<file path="config.mk">
export PLATFORM = sky130hd
export DESIGN_NAME = oam_dma_engine
export DESIGN_NICKNAME = d
export VERILOG_FILES = /design/src/rtl/oam_dma_engine.sv
export SDC_FILE = /design/constraint.sdc
export NUM_CORES = 1
export LEC_CHECK = 0
export CAP_MARGIN = 20
export CORE_UTILIZATION = 46
export DETAILED_ROUTE_END_ITERATION = 7
export GPL_TIMING_DRIVEN = 0
export PLACE_DENSITY_LB_ADDON = 0.1
export SLEW_MARGIN = 0
export SYNTH_ARGS = -nofsm -noshare
export SYNTH_HDL_FRONTEND = slang
export SYNTH_SLANG_ARGS = --single-unit
</file>
<file path="constraint.sdc">
create_clock -name I_CLK -period 2.65 [get_ports I_CLK]
set_input_delay 0.3975 -clock I_CLK [delete_from_list [all_inputs] [get_ports I_CLK]]
set_output_delay 0.3975 -clock I_CLK [all_outputs]
set_load 0.02 [all_outputs]
</file>
<file path="src/rtl/oam_dma_engine.sv">
// oam_dma_engine
//   Copies P_XFER_LEN bytes from page {SRC,8'h00} to the OAM window at
//   P_OAM_BASE_ADDR. A transfer starts when the CPU writes the source page
//   to the IO register at P_DMA_REG_ADDR. Each byte takes three cycles:
//   READ (read strobe), WAIT (read data captured at end of cycle), and
//   WRITE (write strobe).
//
// Ports
//   I_CLK, I_RESET_L        clock (rising edge), async active-low reset
//   I_IOREG_ADDR/DATA       IO register bus address / write data
//   I_IOREG_WE_L/RE_L       IO register write / read strobes (active-low)
//   O_IOREG_DATA            IO register read data (SRC when FF46 is read)
//   O_RDMA_ADDR/RE_L        DMA read port address / strobe (active-low)
//   I_RDMA_DATA             DMA read data, valid the cycle after READ
//   O_WDMA_ADDR/DATA/WE_L   DMA write port address / data / strobe
//   O_DMA_ACTIVE            high while a transfer runs (CPU bus lockout)
//   O_DMA_DONE              one-cycle pulse in the first IDLE cycle after
//                           the last byte is written
//   O_DBG_STATE             current FSM state, for observation only
//
// Handshake: there is no back-pressure. A strobe is asserted for exactly the
// one cycle the FSM sits in READ or WRITE; the read port must return data in
// the following cycle.
module oam_dma_engine #(
  parameter logic [15:0] P_DMA_REG_ADDR  = 16'hFF46,
  parameter logic [15:0] P_OAM_BASE_ADDR = 16'hFE00,
  parameter logic [7:0]  P_XFER_LEN      = 8'd160
) (
  input  logic        I_CLK,
  input  logic        I_RESET_L,
  input  logic [15:0] I_IOREG_ADDR,
  input  logic [7:0]  I_IOREG_DATA,
  input  logic        I_IOREG_WE_L,
  input  logic        I_IOREG_RE_L,
  output logic [7:0]  O_IOREG_DATA,
  output logic [15:0] O_RDMA_ADDR,
  input  logic [7:0]  I_RDMA_DATA,
  output logic        O_RDMA_RE_L,
  output logic [15:0] O_WDMA_ADDR,
  output logic [7:0]  O_WDMA_DATA,
  output logic        O_WDMA_WE_L,
  output logic        O_DMA_ACTIVE,
  output logic        O_DMA_DONE,
  output logic [1:0]  O_DBG_STATE
);

  typedef enum logic [1:0] {
    S_IDLE  = 2'd0,
    S_READ  = 2'd1,
    S_WAIT  = 2'd2,
    S_WRITE = 2'd3
  } state_t;

  state_t      state, state_next;
  logic [7:0]  src, src_next;
  logic [7:0]  idx, idx_next;
  logic [7:0]  byte_buf, buf_next;
  logic [15:0] rd_addr, rd_addr_next;
  logic [15:0] wr_addr, wr_addr_next;
  logic [7:0]  wr_data, wr_data_next;
  logic        done, done_next;
  logic        trigger;
  logic        last_byte;

  // A write to the DMA register starts (or restarts) a transfer; a
  // simultaneous read strobe is irrelevant here.
  assign trigger   = !I_IOREG_WE_L && (I_IOREG_ADDR == P_DMA_REG_ADDR);
  assign last_byte = (idx == P_XFER_LEN - 8'd1);

  always_ff @(posedge I_CLK or negedge I_RESET_L) begin
    if (!I_RESET_L) begin
      state    <= S_IDLE;
      src      <= 8'h00;
      idx      <= 8'h00;
      byte_buf <= 8'h00;
      rd_addr  <= 16'h0000;
      wr_addr  <= 16'h0000;
      wr_data  <= 8'h00;
      done     <= 1'b0;
    end else begin
      state    <= state_next;
      src      <= src_next;
      idx      <= idx_next;
      byte_buf <= buf_next;
      rd_addr  <= rd_addr_next;
      wr_addr  <= wr_addr_next;
      wr_data  <= wr_data_next;
      done     <= done_next;
    end
  end

  always_comb begin
    state_next   = state;
    src_next     = src;
    idx_next     = idx;
    buf_next     = byte_buf;
    rd_addr_next = rd_addr;
    wr_addr_next = wr_addr;
    wr_data_next = wr_data;
    done_next    = 1'b0;

    case (state)
      S_IDLE:  state_next = S_IDLE;
      S_READ:  state_next = S_WAIT;
      S_WAIT: begin
        state_next = S_WRITE;
        buf_next   = I_RDMA_DATA;
      end
      S_WRITE: begin
        if (last_byte) begin
          state_next = S_IDLE;
          done_next  = 1'b1;
        end else begin
          state_next = S_READ;
          idx_next   = idx + 8'd1;
        end
      end
      default: state_next = S_IDLE;
    endcase

    // Restart overrides everything, including the completion pulse of a
    // transfer whose final write is happening this cycle.
    if (trigger) begin
      src_next   = I_IOREG_DATA;
      idx_next   = 8'h00;
      state_next = S_READ;
      done_next  = 1'b0;
    end

    // Port addresses/data are loaded on entry to READ/WRITE so the outputs
    // come straight from registers and hold their value in other states.
    if (state_next == S_READ) begin
      rd_addr_next = {src_next, 8'h00} + {8'h00, idx_next};
    end
    if (state_next == S_WRITE) begin
      wr_addr_next = P_OAM_BASE_ADDR + {8'h00, idx_next};
      wr_data_next = buf_next;
    end
  end

  assign O_RDMA_RE_L  = (state != S_READ);
  assign O_WDMA_WE_L  = (state != S_WRITE);
  assign O_RDMA_ADDR  = rd_addr;
  assign O_WDMA_ADDR  = wr_addr;
  assign O_WDMA_DATA  = wr_data;
  assign O_DMA_ACTIVE = (state != S_IDLE);
  assign O_DMA_DONE   = done;
  assign O_DBG_STATE  = state;

  assign O_IOREG_DATA = (!I_IOREG_RE_L && I_IOREG_WE_L &&
                         (I_IOREG_ADDR == P_DMA_REG_ADDR)) ? src : 8'h00;

endmodule
</file>
==> results.ini <==
[clock_tree]
clkTransAtPathRegs_ps=70
cts_buffers=9
clockBufferDepth=2
clkLatencyLatePin_ps=330
cts_tree=yes
cts-htree-levels=3
cts_hold_buffers=0
cts_root_buffer=clkbuf_8
clock-sinks=60

[detailed_routing]
vias=2084
wl_mm=6.03
drt_iter0_markers=57
first_pass_iters=4
viasPerCell=5.06
drc=0
wl_per_cell_um=14.6
ant_nets=0

[die]
die_w_um=79.9
rows=28
io_pins=90
start_util_pct=47.4
die_y_um=79.9
core_um2=5890
die-area_um2=6390

[sta]
rsz0062_at_grt=no
period_share_pct=96.5
skew_ps=8.81
worst_pin_slew_ps=493
min_period_ps=2560
max_slew_margin_pct=66.8
setup_viol=0
fmax_mhz=391
drv_slew=0
hold_viol=0
fin_ws_ps=93.7
setup_tns_ps=0

[setup_path]
cp_slowest_cell=or4_4
worstPathRequired_ps=2250
crit_family=simple AND/OR/NAND/NOR gates
crit_arrival_ps=2160
crit_type=in2out
slowest_delay_ps=580
worstSetupStartpointType=input pin
cp_max_fo=6
critPathBufInv=3
end_kind=output pin
path_cells=dlygate4sd2_1, nand4bb_4, or4_4, nor4b_4, buf_4, and2_4, buf_6

[cells_and_area]
design_area_um2=4040
nets=373
syn_to_final_growth_pct=44.5
drive_above_1_share_pct=29.1
n_antenna_cell=0
final_core_utilization_pct=68.6

[synth]
ys_seq_area_share_pct=53.8
ys_top_cells_by_area=dfrtp_1, mux2_2, mux2i_1
syn-cell-area_um2=2790
syn_inst=227
synth_ff_type=dfrtp_1
yosysWarningCount=0
synth_edf_count=0
synth_top_cell_by_area=dfrtp_1
ys_types=40
synth_area_per_cell_um2=12.3
synth_commonest_cells=dfrtp_1, mux2_2, nor2_1
ys_ff_latch=60
synth.net_count=268
synth.most_common_cell=dfrtp_1
yosysTopAreaCellShare_pct=53.8
async_flop_share_pct=100

[pwr]
vdd_ir_drop_max_uv=700
power.density_nw_per_um2=973
power_leakage_nw=1.82

[global_route]
grt_pass1_wl_mm=9.66
track_usage_pct=20.3
grt_pass1_vias=2076
antenna_found_initial=0
grt_start_max_net_pins=41
grt_overflow_total=0

[place]
place_area_um2=3780
dp_hpwl_mm=4.36
portBuffers=88
pre_cts_slack_ps=-857
place.gp.congestion=0.772

[run_status]
outcome=finished, final reports clean

[flow_run]
cap_viol_max_count=0

[min_path]
min_path_type=in2async

## final cells by class
type | count | area (um^2)
Buffer | 15 | 104
Clock buffer | 9 | 124
Clock inverter | 7 | 52.6
Fill cell | 461 | 1850
Inverter | 15 | 56.3
Multi-Input combinational cell | 137 | 1180
Sequential cell | 60 | 1500
Tap cell | 75 | 93.8
Timing Repair Buffer | 94 | 921
## timing repair
action | in CTS | in global routing
endpoints found under the setup margin | 8 | 16
gates resized for setup | 63 | 4
endpoints found under the hold margin | 0 | 0
setup buffers | 4 | 1
pin swaps | 8 | 5
## where the power goes
group,switching [mW],leakage (nW),internal (mW),total (mW)
registers,0.190,0.755,1.22,1.41
clock network,0.378,0.0779,0.341,0.719
logic,0.927,0.986,0.873,1.80
## worst reg2reg max path, cell delays in order, from the launching register on
cell and delay, ps:
dfrtp_1 460, ha_1 170, buf_2 170, mux2_2 200
o21ai_0 190, a211oi_4 450, buf_4 320, mux2_2 350
## path summary, 6_finish.rpt
kind	start	end	slack, ps	depth (start not counted)
max reg2reg	O_DBG_STATE[0]	O_WDMA_DATA[4]	230	7
max	I_IOREG_ADDR[3]	O_IOREG_DATA[1]	90	7
min	I_RESET_L	byte_buf[2]	10	1
min reg2reg	byte_buf[0]	byte_buf[0]	500	1
min in group I_CLK	byte_buf[0]	byte_buf[0]	500	1
max in group asynchronous	I_RESET_L	src[3]	2060	2
## per-layer routing
layer  vias up  part of all wire, %  track usage (%)
met2        66                   49             34.5
met4         0                  2.1             8.21
met1      1016                   43             24.1
met5         -                    0                0
met3        12                  6.3             5.49
li1        990                    -                -
## state kept, by name, summed over array words and instances, names as in the netlist
signal and cells:
src 8, O_DMA_DONE 1, O_WDMA_DATA 8, O_DBG_STATE 2
idx 8, O_RDMA_ADDR 16, byte_buf 8, O_WDMA_ADDR 9
## logic make-up after synthesis
| group | Yosys count | share of synthesized area [%] |
|---|---|---|
| buffers and inverters | 30 | 5.69 |
| DFF | 60 | 53.8 |
| other | 1 | 0.134 |
| and+or+nand+nor | 54 | 11.5 |
| muxes | 50 | 19.8 |
| AOI/OAI and AO/OA | 23 | 5.69 |
| xor gates and xnor gates | 4 | 1.25 |
| adders and majority gates | 5 | 2.24 |
## layout by cell type, fill, tap and decap left out, types with 2 or more instances in the layout
| cell | netlist | layout |
|---|---|---|
| clkinvlp_4 | 0 | 4 |
| nand3_1 | 5 | 5 |
| and2_1 | 8 | 2 |
| dfrtp_1 | 60 | 60 |
| nor2_1 | 17 | 17 |
| inv_1 | 15 | 15 |
| dlygate4sd2_1 | 0 | 10 |
| nand4b_1 | 3 | 3 |
| mux2_2 | 41 | 41 |
| clkbuf_1 | 3 | 2 |
| buf_4 | 10 | 15 |
| mux2i_1 | 9 | 9 |
| clkbuf_8 | 0 | 9 |
| o21ai_0 | 5 | 5 |
| nor3_1 | 2 | 2 |
| buf_2 | 1 | 4 |
| xnor2_1 | 2 | 2 |
| clkdlybuf4s50_1 | 0 | 68 |
| xor2_1 | 2 | 2 |
| a21oi_1 | 4 | 4 |
| nand4_1 | 2 | 2 |
| ha_1 | 5 | 5 |
| a211oi_1 | 5 | 5 |
| and2_4 | 0 | 6 |
| o211ai_1 | 4 | 4 |
| nand2_1 | 5 | 4 |
| buf_6 | 1 | 7 |
## metrics by stage
stage	total power, mW	instances	hold WS, ps
3_3_place_gp	3.17	390	475
3_5_place_dp	3.22	391	393
5_1_grt	4.17	412	49.0
4_1_cts	3.95	411	17.8
2_1_floorplan	2.49	227	102
6_report	3.92	412	13.9
No activity file was read; power rests on OpenSTA's default activity.
